===== src/rtl/mips150_store_unit_if.sv =====
// Store request channel from the MEM stage plus the write channel toward dmem/MMIO.
// The slave modport is the store unit's view, and the master modport is the surrounding datapath's view.
interface mips150_store_unit_if;
  logic        st_valid;
  logic        st_ready;
  logic [1:0]  st_size;
  logic [31:0] st_addr;
  logic [31:0] st_data;
  logic        mem_valid;
  logic        mem_ready;
  logic [31:0] mem_addr;
  logic [3:0]  mem_we;
  logic [31:0] mem_wdata;

  modport master (
    output st_valid, st_size, st_addr, st_data, mem_ready,
    input  st_ready, mem_valid, mem_addr, mem_we, mem_wdata
  );

  modport slave (
    input  st_valid, st_size, st_addr, st_data, mem_ready,
    output st_ready, mem_valid, mem_addr, mem_we, mem_wdata
  );
endinterface


===== src/rtl/mips150_store_unit.sv =====
// SB/SH/SW to word-aligned byte-enabled writes, queued DEPTH deep toward dmem; 1 cycle min latency.
// Stalls st_ready only when the queue is full and the head is not leaving; misaligned stores are dropped.
module mips150_store_unit #(
  parameter int DEPTH = 2,
  parameter int CNT_W = 8
) (
  input  logic                  clk,
  input  logic                  rst_n,
  input  logic                  flush,
  mips150_store_unit_if.slave   bus,
  output logic                  misalign,
  output logic [CNT_W-1:0]      misalign_cnt,
  output logic                  empty
);
  localparam int PW = (DEPTH > 1) ? $clog2(DEPTH) : 1;
  localparam int CW = $clog2(DEPTH + 1);
  localparam logic [CW-1:0] DEPTH_C = CW'(DEPTH);

  logic [PW-1:0]    wr_ptr_q, wr_ptr_d, rd_ptr_q, rd_ptr_d;
  logic [CW-1:0]    count_q, count_d;
  logic             misalign_q, misalign_d;
  logic [CNT_W-1:0] cnt_q, cnt_d;

  logic [29:0] addr_mem_q [DEPTH];
  logic [3:0]  we_mem_q   [DEPTH];
  logic [31:0] data_mem_q [DEPTH];

  logic        bad;
  logic [3:0]  enc_we;
  logic [31:0] enc_wdata;
  logic        deq, accept, enq;

  // Big-endian lanes: byte offset 0 lives in bits [31:24].
  always_comb begin
    bad       = 1'b0;
    enc_we    = 4'b0000;
    enc_wdata = bus.st_data;
    case (bus.st_size)
      2'b00: begin
        enc_we    = 4'b1000 >> bus.st_addr[1:0];
        enc_wdata = {4{bus.st_data[7:0]}};
      end
      2'b01: begin
        bad       = bus.st_addr[0];
        enc_we    = bus.st_addr[1] ? 4'b0011 : 4'b1100;
        enc_wdata = {2{bus.st_data[15:0]}};
      end
      2'b10: begin
        bad    = (bus.st_addr[1:0] != 2'b00);
        enc_we = 4'b1111;
      end
      default: bad = 1'b1;
    endcase
  end

  always_comb begin
    deq          = (count_q != '0) && bus.mem_ready;
    bus.st_ready = (count_q < DEPTH_C) || deq;
    accept       = bus.st_valid && bus.st_ready;
    enq          = accept && !bad && !flush;
    misalign_d   = accept && bad && !flush;
    cnt_d        = (misalign_d && (cnt_q != '1)) ? cnt_q + 1'b1 : cnt_q;
    wr_ptr_d     = enq ? wr_ptr_q + 1'b1 : wr_ptr_q;
    rd_ptr_d     = deq ? rd_ptr_q + 1'b1 : rd_ptr_q;
    case ({enq, deq})
      2'b10:   count_d = count_q + 1'b1;
      2'b01:   count_d = count_q - 1'b1;
      default: count_d = count_q;
    endcase
    if (flush) begin
      wr_ptr_d = '0;
      rd_ptr_d = '0;
      count_d  = '0;
    end
  end

  always_ff @(posedge clk) begin
    if (!rst_n) begin
      wr_ptr_q   <= '0;
      rd_ptr_q   <= '0;
      count_q    <= '0;
      misalign_q <= 1'b0;
      cnt_q      <= '0;
    end else begin
      wr_ptr_q   <= wr_ptr_d;
      rd_ptr_q   <= rd_ptr_d;
      count_q    <= count_d;
      misalign_q <= misalign_d;
      cnt_q      <= cnt_d;
    end
  end

  // Entry storage needs no reset: count_q gates every read of it.
  always_ff @(posedge clk) begin
    if (enq) begin
      addr_mem_q[wr_ptr_q] <= bus.st_addr[31:2];
      we_mem_q[wr_ptr_q]   <= enc_we;
      data_mem_q[wr_ptr_q] <= enc_wdata;
    end
  end

  always_comb begin
    bus.mem_valid = (count_q != '0);
    bus.mem_addr  = bus.mem_valid ? {addr_mem_q[rd_ptr_q], 2'b00} : 32'h0;
    bus.mem_we    = bus.mem_valid ? we_mem_q[rd_ptr_q] : 4'b0000;
    bus.mem_wdata = bus.mem_valid ? data_mem_q[rd_ptr_q] : 32'h0;
    empty         = (count_q == '0);
    misalign      = misalign_q;
    misalign_cnt  = cnt_q;
  end
endmodule

===== src/flat_wrapper.sv =====
// flat-port wrapper written by rule: the top's interface ports become plain ports
module mips150_store_unit_flat 
#(
  parameter int DEPTH = 2,
  parameter int CNT_W = 8
)
  (clk, rst_n, flush, misalign, misalign_cnt, empty, bus_st_valid, bus_st_size, bus_st_addr, bus_st_data, bus_mem_ready, bus_st_ready, bus_mem_valid, bus_mem_addr, bus_mem_we, bus_mem_wdata);
  mips150_store_unit_if bus_i ();
  input  logic clk;
  input  logic rst_n;
  input  logic flush;
  output logic misalign;
  output logic [CNT_W-1:0] misalign_cnt;
  output logic empty;
  input wire logic [$bits(bus_i.st_valid)-1:0] bus_st_valid;
  input wire logic [$bits(bus_i.st_size)-1:0] bus_st_size;
  input wire logic [$bits(bus_i.st_addr)-1:0] bus_st_addr;
  input wire logic [$bits(bus_i.st_data)-1:0] bus_st_data;
  input wire logic [$bits(bus_i.mem_ready)-1:0] bus_mem_ready;
  output wire logic [$bits(bus_i.st_ready)-1:0] bus_st_ready;
  output wire logic [$bits(bus_i.mem_valid)-1:0] bus_mem_valid;
  output wire logic [$bits(bus_i.mem_addr)-1:0] bus_mem_addr;
  output wire logic [$bits(bus_i.mem_we)-1:0] bus_mem_we;
  output wire logic [$bits(bus_i.mem_wdata)-1:0] bus_mem_wdata;
  assign bus_i.st_valid = bus_st_valid;
  assign bus_i.st_size = bus_st_size;
  assign bus_i.st_addr = bus_st_addr;
  assign bus_i.st_data = bus_st_data;
  assign bus_i.mem_ready = bus_mem_ready;
  assign bus_st_ready = bus_i.st_ready;
  assign bus_mem_valid = bus_i.mem_valid;
  assign bus_mem_addr = bus_i.mem_addr;
  assign bus_mem_we = bus_i.mem_we;
  assign bus_mem_wdata = bus_i.mem_wdata;
  mips150_store_unit #(.DEPTH(DEPTH), .CNT_W(CNT_W)) u_core (.clk(clk), .rst_n(rst_n), .flush(flush), .bus(bus_i), .misalign(misalign), .misalign_cnt(misalign_cnt), .empty(empty));
endmodule

===== config.mk =====
export PLATFORM = sky130hd
export DESIGN_NAME = mips150_store_unit_flat
export DESIGN_NICKNAME = d
export VERILOG_FILES = /design/src/rtl/mips150_store_unit_if.sv /design/src/rtl/mips150_store_unit.sv /design/src/flat_wrapper.sv
export SDC_FILE = /design/constraint.sdc
export NUM_CORES = 1
export LEC_CHECK = 0
export CELL_PAD_IN_SITES_DETAIL_PLACEMENT = 0
export CELL_PAD_IN_SITES_GLOBAL_PLACEMENT = 1
export CORE_MARGIN = 1.5
export CORE_UTILIZATION = 40
export DETAILED_ROUTE_END_ITERATION = 8
export GPL_TIMING_DRIVEN = 0
export HOLD_SLACK_MARGIN = 0.03
export PLACE_DENSITY = 0.87
export SETUP_SLACK_MARGIN = 0.05
export SLEW_MARGIN = 10
export SYNTH_ARGS = -nofsm -noshare
export SYNTH_HDL_FRONTEND = slang
export SYNTH_SLANG_ARGS = --single-unit
export TNS_END_PERCENT = 1

===== constraint.sdc =====
create_clock -name clk -period 6.9 [get_ports clk]
set_input_delay 2.07 -clock clk [delete_from_list [all_inputs] [get_ports clk]]
set_output_delay 2.07 -clock clk [all_outputs]
set_load 0.02 [all_outputs]

**Word level (Yosys, flattened, before mapping)**

Memories as Yosys holds them, arrays and structs flattened. A register that Yosys moved wholly into a read port is not among the register bits.
Cells that the tools add are included.

- Input bits: 71
- Bits in writable memories: 132
- Memories kept: 3
- Register bits after elaboration: 13
- Output and inout port bits: 80
- Logic and storage cells: 53

Memory list:

| memory | depth | width | read ports | clocked after Yosys merged registers in | write ports | line | text |
|---|---|---|---|---|---|---|---|
| u_core.data_mem_q | 2 | 32 | 1 | 1 | 1 | mips150_store_unit.sv:26 | `logic [31:0] data_mem_q [DEPTH];` |
| u_core.addr_mem_q | 2 | 30 | 1 | 1 | 1 | mips150_store_unit.sv:24 | `logic [29:0] addr_mem_q [DEPTH];` |
| u_core.we_mem_q | 2 | 4 | 1 | 1 | 1 | mips150_store_unit.sv:25 | `logic [3:0] we_mem_q [DEPTH];` |

- Add/subtract/negate cells: 5
- Shift-type cells: 1
- Bitwise operators: 1
- Reductions and logical operators: 16
- $lt $le $gt $ge: 1
- Eq/ne operators: 5
- Multiplexer cells: 16

Operators by type and width:

| operator | number |
|---|---|
| two-way mux 32 bit | 2 |
| case mux 32 bit (2 select lines) | 1 |
| case mux 4 bit (3 select lines) | 1 |
| adder 8 x 1 -> 8 bit, second input constant | 1 |
| two-way mux 1 bit | 8 |
| two-way mux 4 bit | 2 |
| inequality test 8 bit, second input constant | 1 |
| logical AND 1 bit | 7 |
| nonzero test 2 bit | 3 |
| == test 2 x 1 -> 1 bit, second input constant | 2 |
| == test 2 bit, second input constant | 2 |
| logical NOT 2 bit | 2 |
| case mux 2 bit (2 select lines) | 1 |
| >> shifter 4 x 2 -> 4 bit, first input constant | 1 |
| case mux 1 bit (3 select lines) | 1 |
| adder 1 bit, second input constant | 2 |
| adder 2 x 1 -> 2 bit, second input constant | 1 |
| logical NOT 1 bit | 2 |
| < comparator 2 bit, second input constant | 1 |
| OR reduction 2 bit | 1 |
| subtractor 2 x 1 -> 2 bit, second input constant | 1 |
| logical OR 1 bit | 1 |
| inverter 1 bit | 1 |

**Depth between registers and ports, before layout**

- Depth in word-level cells: 8
- Gate-level depth with buffers: 7
- Gate-level depth less buffers: 6

**Least setup slack after synthesis**

Ideal clock, no wire load.

- Path type: input -> register
- From: input port bus_mem_ready
- To: memory u_core.addr_mem_q[0][0], enable pin
- Path buffers: 0
- Arrival time: 5.380 ns
- Setup slack: 1.030 ns
- Data required time: 6.409 ns
- Library setup time: 0.491 ns
- Stages on the path: 3
- Path through: nand2b_1 o2111ai_1 nor2_1

- Cells in the longest elaborated chain, start to end: 7

RTL lines:

| item | line | text |
|---|---|---|
| start, declared | flat_wrapper.sv:19 | `input wire logic [$bits(bus_i.mem_ready)-1:0] bus_mem_ready;` |
| logical AND 1 bit | mips150_store_unit.sv:57 | `deq = (count_q != '0) && bus.mem_ready;` |
| logical OR 1 bit | mips150_store_unit.sv:58 | `bus.st_ready = (count_q < DEPTH_C) \|\| deq;` |
| logical AND 1 bit | mips150_store_unit.sv:59 | `accept = bus.st_valid && bus.st_ready;` |
| logical AND 1 bit (2 in a row) | mips150_store_unit.sv:60 | `enq = accept && !bad && !flush;` |
| two-way mux 1 bit | mips150_store_unit.sv:95 | `if (enq) begin` |
| two-way mux 1 bit (implied by the code) | mips150_store_unit.sv:96 | `addr_mem_q[wr_ptr_q] <= bus.st_addr[31:2];` |
| end, declared | mips150_store_unit.sv:24 |  |

Every way passes these cells.

**Final worst setup path**

- From: input port bus_mem_ready
- To: output port bus_st_ready

- Cells in the longest elaborated chain, start to end: 2

RTL lines:

| item | line | text |
|---|---|---|
| logical AND 1 bit | mips150_store_unit.sv:57 |  |
| logical OR 1 bit | mips150_store_unit.sv:58 |  |
| end, declared | flat_wrapper.sv:20 | `output wire logic [$bits(bus_i.st_ready)-1:0] bus_st_ready;` |

Every way passes these cells.

==> flow_summary.ini <==
[status]
outcome = finished clean

[placement]
dp_slack_ps = 1510
port_buffers = 146
gp_congestion = 0.801
hpwl_um = 9500
post_dp_cell_area_um2 = 7900

[die]
die_w_um = 127
io_pins = 151
start_util_pct = 41.6
rows = 44
chipHeight_um = 127
core_um2 = 14700
die_area_um2 = 16000

[clock_network]
postCtsHoldBufs = 0
htree_num_levels = 4
root_buffer = clkbuf_16
cts_resized = 0
numCtsBuffers = 17
numClockSinks = 146
cts_tree = done
cts.path.max_buffers = 2
post-cts-setup-buffers = 0
clk_pin_slew_ps = 60
clkLatencyLatePin_ps = 420

[setup_path]
crit_path_top_delay_cell = clkdlybuf4s50_1
critPathKind = in2out
cp_max_fo = 3
path_buf_inv = 2
required_ps = 4830
cp-end-kind = output pin
cp_data_arrival_time_ps = 3320
r2r_cells = 5
critPathLaunchType = input port
path_cells = clkdlybuf4s50_1, nand2b_1, clkdlybuf4s50_1
cpLargestDelayFamily = buffers and inverters
cpPeakStageDelay_ps = 630
cp.depth = 3
cpMostUsedCell = clkdlybuf4s50_1

[timing]
drv_slew = 0
fin_worst_skew_ps = 8.51
setup_viol = 0
period_share_pct = 78.2
hold_viol_final = 0
max-slew-margin-rel_pct = 39.2
fmax_mhz = 185
period_minus_slack_ps = 5390
rsz0062_at_grt = false
worst_pin_slew_ps = 913
setup_ws_ps = 1510

[detailed_routing]
drt-total-wl_um = 13700
firstDrtPassIters = 4
vias_per_cell = 4.95
ant_nets = 0
drc_errors = 0
wl_per_cell_um = 17.3
vias = 3933
drtIter0Drc = 167

[pwr]
switching_share_pct = 22.0
pwr-share-clk_pct = 43.0
p_seq_share_pct = 49.5
leakage_nw = 2.76
switchingPower_mw = 0.439
power.density_nw_per_um2 = 236
power_frac_comb_pct = 7.5
power_mw = 2.00
irDropWorstVdd_v = 0.000164
p_int_mw = 1.56

[min_path]
hold_path_class = reg2reg
holdPathStages = 2

[final_layout]
seq_area_um2 = 4240
nets = 670
syn_to_final_growth_pct = 38.5
antenna_cells = 0
stdcell_area_um2 = 8460
multi_input_area_um2 = 1730
drive_gt1_share_pct = 10.7
fill_cells = 1198

[synthesis]
synth-seq-cells = 146
syn_inst = 427
synth-seq-area-share_pct = 69.5
synth-edff-count = 132
syn_avg_cell_area_um2 = 14.3
syn_area_um2 = 6110
async_flop_share_pct = 0
synth_warnings = 0
synth_cell_type_count = 36
synth-main-ff-cell = edfxtp_1

[grt]
antenna_found_initial = 0
grt_pass1_vias = 4030
grt_pass1_wl_um = 21300
grt_max_degree = 30
overflow = 0
grtUsageTotal_pct = 17.6

[run]
maxCapViolations = 0
## cells by family (layout without fill, tap and decap cells)
kind of cell    after synthesis  in the layout  synth area share [%]
other cells                   1              2                0.0614
xor+xnor                      4              4                 0.574
flops                       146            146                  69.5
mux                          96             96                  16.1
fa+ha+maj                     2              2                 0.410
simple gates                123            123                  8.64
buf+inv                      32            214                  2.46
compound gates               23             23                  2.33
## worst register-to-register path: cells and delay by family, from the launching register on
kind | cells | cell delay, ps
simple gates | 2 | 610
flops | 1 | 320
compound gates | 1 | 350
buf+inv | 2 | 490
## cells in the mapped netlist (all sizes together), types with 2 or more instances
cell type	number	area [um2]
edfxtp	132	3960
mux2i	80	801
nor2	77	289
nand2	17	63.8
mux2	16	180
dfxtp	14	280
buf	13	78.8
clkbuf	13	48.8
o21ai	10	50.1
a21oi	7	38.8
nand2b	7	43.8
inv	6	22.5
nand3	5	25.0
nor3	4	20.0
xnor2	3	26.3
and2	2	12.5
ha	2	25.0
nand4	2	12.5
nor4	2	12.5
o211a	2	20.0
or2	2	12.5
or4	2	15.0
## final timing paths
kind	from	slack [ps]	to
hold / removal	u_core.misalign_cnt[1]	500	u_core.misalign_cnt[1]
setup / recovery	bus_mem_ready	1510	bus_st_ready
hold reg to reg	u_core.misalign_cnt[1]	500	u_core.misalign_cnt[1]
setup reg to reg	u_core.count_q[1]	4800	u_core.data_mem_q[1][30]
## power groups by stage
stage / Combinational, mW / Clock (mW) / Sequential [mW]
finish: 0.150 / 0.859 / 0.988
global route: 0.162 / 0.912 / 0.989
CTS: 0.152 / 0.880 / 0.989
detailed placement: 0.151 / 0 / 1.01
global placement: 0.143 / 0 / 1.01
floorplan: 0.0658 / 0 / 1.01
## area by class of cell
| type | instances | area share (%) |
|---|---|---|
| Clock buffer | 17 | 5.03 |
| Clock inverter | 15 | 1.60 |
| Timing Repair Buffer | 150 | 18.2 |
| Sequential cell | 146 | 50.2 |
| Multi-Input combinational cell | 250 | 20.5 |
| Inverter | 6 | 0.266 |
| Buffer | 26 | 1.51 |
| Tap cell | 184 | 2.72 |
## through the flow
| step | cells | TNS (ps) | util (%) | hold slack (ps) |
|---|---|---|---|---|
| 3_3_place_gp | 758 | -167240 | 53.1 | 477 |
| 5_1_grt | 794 | 0 | 57.6 | 533 |
| 6_report | 794 | 0 | 57.6 | 501 |
| 4_1_cts | 794 | 0 | 57.6 | 502 |
| 3_5_place_dp | 762 | 0 | 53.7 | 494 |
| 2_1_floorplan | 428 | 0 | - | 467 |
## per-layer routing
| layer | vias to the layer above | wire (um) | global-route usage (%) |
|---|---|---|---|
| met3 | 13 | 814 | 5.19 |
| li1 | 1898 | - | - |
| met5 | - | 0 | 0 |
| met4 | 0 | 158 | 5.54 |
| met1 | 1887 | 6150 | 22.7 |
| met2 | 135 | 6590 | 28.8 |
## layout by cell type (no fill, tap or decap), types with 4 or more instances in the layout
| cell type | n |
|---|---|
| nor3_1 | 4 |
| inv_1 | 6 |
| clkdlybuf4s50_1 | 146 |
| nand2_1 | 17 |
| nor2_1 | 75 |
| mux2i_1 | 80 |
| a21oi_1 | 6 |
| buf_12 | 4 |
| nand2b_1 | 7 |
| buf_2 | 6 |
| o21ai_0 | 10 |
| clkbuf_16 | 17 |
| mux2_2 | 16 |
| dfxtp_1 | 14 |
| clkbuf_1 | 13 |
| nand3_1 | 5 |
| edfxtp_1 | 132 |
## state kept, by name, summed over array words and instances, names as in the netlist, named ones only
name / cells
u_core.misalign_cnt: 8
u_core.we_mem_q: 8
u_core.addr_mem_q: 60
u_core.misalign: 1
u_core.data_mem_q: 64
u_core.wr_ptr_q: 1
u_core.count_q: 2
u_core.rd_ptr_q: 1
No activity file was read; power rests on OpenSTA's default activity.
==> edit (same flow settings) <==
Put a register stage on the output `misalign_cnt`, cleared by the reset. The value now appears one clock later. The other outputs are not delayed to match.
--- a/src/rtl/mips150_store_unit.sv
+++ b/src/rtl/mips150_store_unit.sv
@@ -15,6 +15,8 @@
   localparam int PW = (DEPTH > 1) ? $clog2(DEPTH) : 1;
   localparam int CW = $clog2(DEPTH + 1);
   localparam logic [CW-1:0] DEPTH_C = CW'(DEPTH);
+
+  logic [CNT_W-1:0] misalign_cnt_d;
 
   logic [PW-1:0]    wr_ptr_q, wr_ptr_d, rd_ptr_q, rd_ptr_d;
   logic [CW-1:0]    count_q, count_d;
@@ -106,6 +108,14 @@
     bus.mem_wdata = bus.mem_valid ? data_mem_q[rd_ptr_q] : 32'h0;
     empty         = (count_q == '0);
     misalign      = misalign_q;
-    misalign_cnt  = cnt_q;
+    misalign_cnt_d = cnt_q;
   end
+  always_ff @(posedge clk) begin
+    if (!rst_n) begin
+      misalign_cnt <= '0;
+    end else begin
+      misalign_cnt <= misalign_cnt_d;
+    end
+  end
+
 endmodule
Behaviour: not the same (a bounded check fails within 4 cycles, from zero or initial values and one cycle with rst_n low).
==> edit against the unedited design <==
  * Non-clock buffer count stayed put
  * Cell area rose by 3.6%
  * Fmax shrank 0.69%
  * Sequential cell count increased by 8
  * Via count rose by 1.4%
  * Critical path type unchanged
  * Total power rose by 3.7%
  * Worst setup slack worse by 0.037 ns
  * Wire length grew 3.4%
  * Global-route usage decreased by 0.26 points
  * Area after synthesis is 3.0% higher
==> edit: results (changes against the unedited design) <==
[worst_hold_path]
min_path_cells=2  ; unchanged
hp-class=reg2reg

[pwr]
power.leakage_nw=2.88  ; +4.5%
ir_drop_v=0.000140  ; -15%

[synthesis]
synth.distinct_cells=40  ; +11%
seq_area_frac_synth_pct=70.0  ; +0.53 points
synth.avg_cell_area_um2=14.5  ; +1.6%
synth_edf_count=132  ; unchanged
synthArstFlopShare_pct=0  ; unchanged
synthTopCellsByCount=132 x edfxtp_1, 83 x nor2_1, 75 x mux2i_1
synthTopCellsByArea=edfxtp_1 63%, mux2i_1 12%, dfxtp_1 7.0%, nor2_1 5.0%, mux2_2 3.0%

[worst_setup_path]
r2r_cells=6  ; +1
crit_fanout=4  ; +1
crit_arrival_ns=3.36  ; +0.04 ns

[clock_tree]
cts_max_level=4  ; unchanged
cts_setup_buffers=0  ; unchanged
cts_made_buffers=17  ; unchanged
insertion_delay_ns=0.41
cts_buffer_depth=2  ; unchanged
path_clk_slew_ns=0.06  ; about the same
root_buffer=clkbuf_16

[place]
dp_hpwl_um=9890  ; +4.1%
dpl-instance-area_mm2=0.00820  ; +3.8%
place_ws_ns=1.47  ; -0.0378 ns
gp_congestion=0.742  ; -7.4%
io_buffers=146  ; unchanged
place_inst=797  ; +4.6%

[run_status]
status=finished, final reports clean

[grt]
grt_max_degree=21  ; -30%
grt_pass1_wl_um=21100  ; -1.1%
grt_usage_pct=17.3  ; -0.26 points
antenna_found_initial=0  ; unchanged

[route]
first_iter_violations=199  ; +19%
drt-total-wl_um=14200  ; +3.4%
via_count=3988  ; +1.4%
routedWlPerCell_um=17.1  ; -1.0%
drcViolationCount=0  ; unchanged
firstDrtPassIters=5  ; +1

[final_layout]
drive_gt1_share_pct=12.1  ; +1.5 points
fin_nets=678  ; +1.2%
insertedDiodeCount=0  ; unchanged

[timing]
slew_headroom_pct=40.6  ; +1.5 points
skew_ns=0.00562  ; -0.00289 ns
setup_viol=0  ; unchanged

## edit: cell count changes after synthesis, moves of 3 or more
cell,change
buf_2,+7
nor2_1,+6
nand2b_1,-4
clkbuf_1,-6
nand3_1,-4
nand2_1,-6
and2_1,+7
mux2i_1,-5
buf_1,-3
dfxtp_1,+8
## edit: power by group
part | switching [mW] | internal (mW) | total (mW)
registers | 0.00415 | 1.03 | 1.03
logic | 0.0729 | 0.0782 | 0.151
clock network | 0.358 | 0.528 | 0.886
total | 0.435 | 1.64 | 2.07
## edit: worst max-delay path, stage by stage
cell and delay (ns):
clkdlybuf4s50_1 0.47, nand2b_1 0.19, clkdlybuf4s50_1 0.63
## edit: layout make-up
class	instances	area, um^2
fillers	1269	6500
flip-flops and latches	154	4400
multi-input cells	250	1760
repair buffers	152	1630
clock buffers	19	433
well taps	211	264
plain buffers	24	129
clock inverters	13	128
inverters	6	22.5
## edit: cell families after synthesis
| family | share of synthesized area (%) |
|---|---|
| AOI/OAI and AO/OA | 2.13 |
| xor gates and xnor gates | 0.557 |
| adders and majority gates | 0.398 |
| buffers and inverters | 2.41 |
| DFF | 70.0 |
| muxes | 15.6 |
| other | 0.0596 |
| and+or+nand+nor | 8.89 |
## edit: routing by layer
metal	vias up	GRT usage (%)	routed length, um
met5	-	0	0
met4	0	7.80	273
met3	22	4.28	888
met2	134	29.1	6940
met1	1918	21.3	6080
li1	1914	-	-
## edit: path summary, 6_finish.rpt
path	from	endpoint	slack [ns]
setup / recovery	bus_mem_ready	bus_st_ready	1.47
hold / removal	u_core.cnt_q[6]	u_core.misalign_cnt[6]	0.50
setup reg to reg	u_core.count_q[1]	u_core.addr_mem_q[0][11]	4.66
hold reg to reg	u_core.cnt_q[6]	u_core.misalign_cnt[6]	0.50
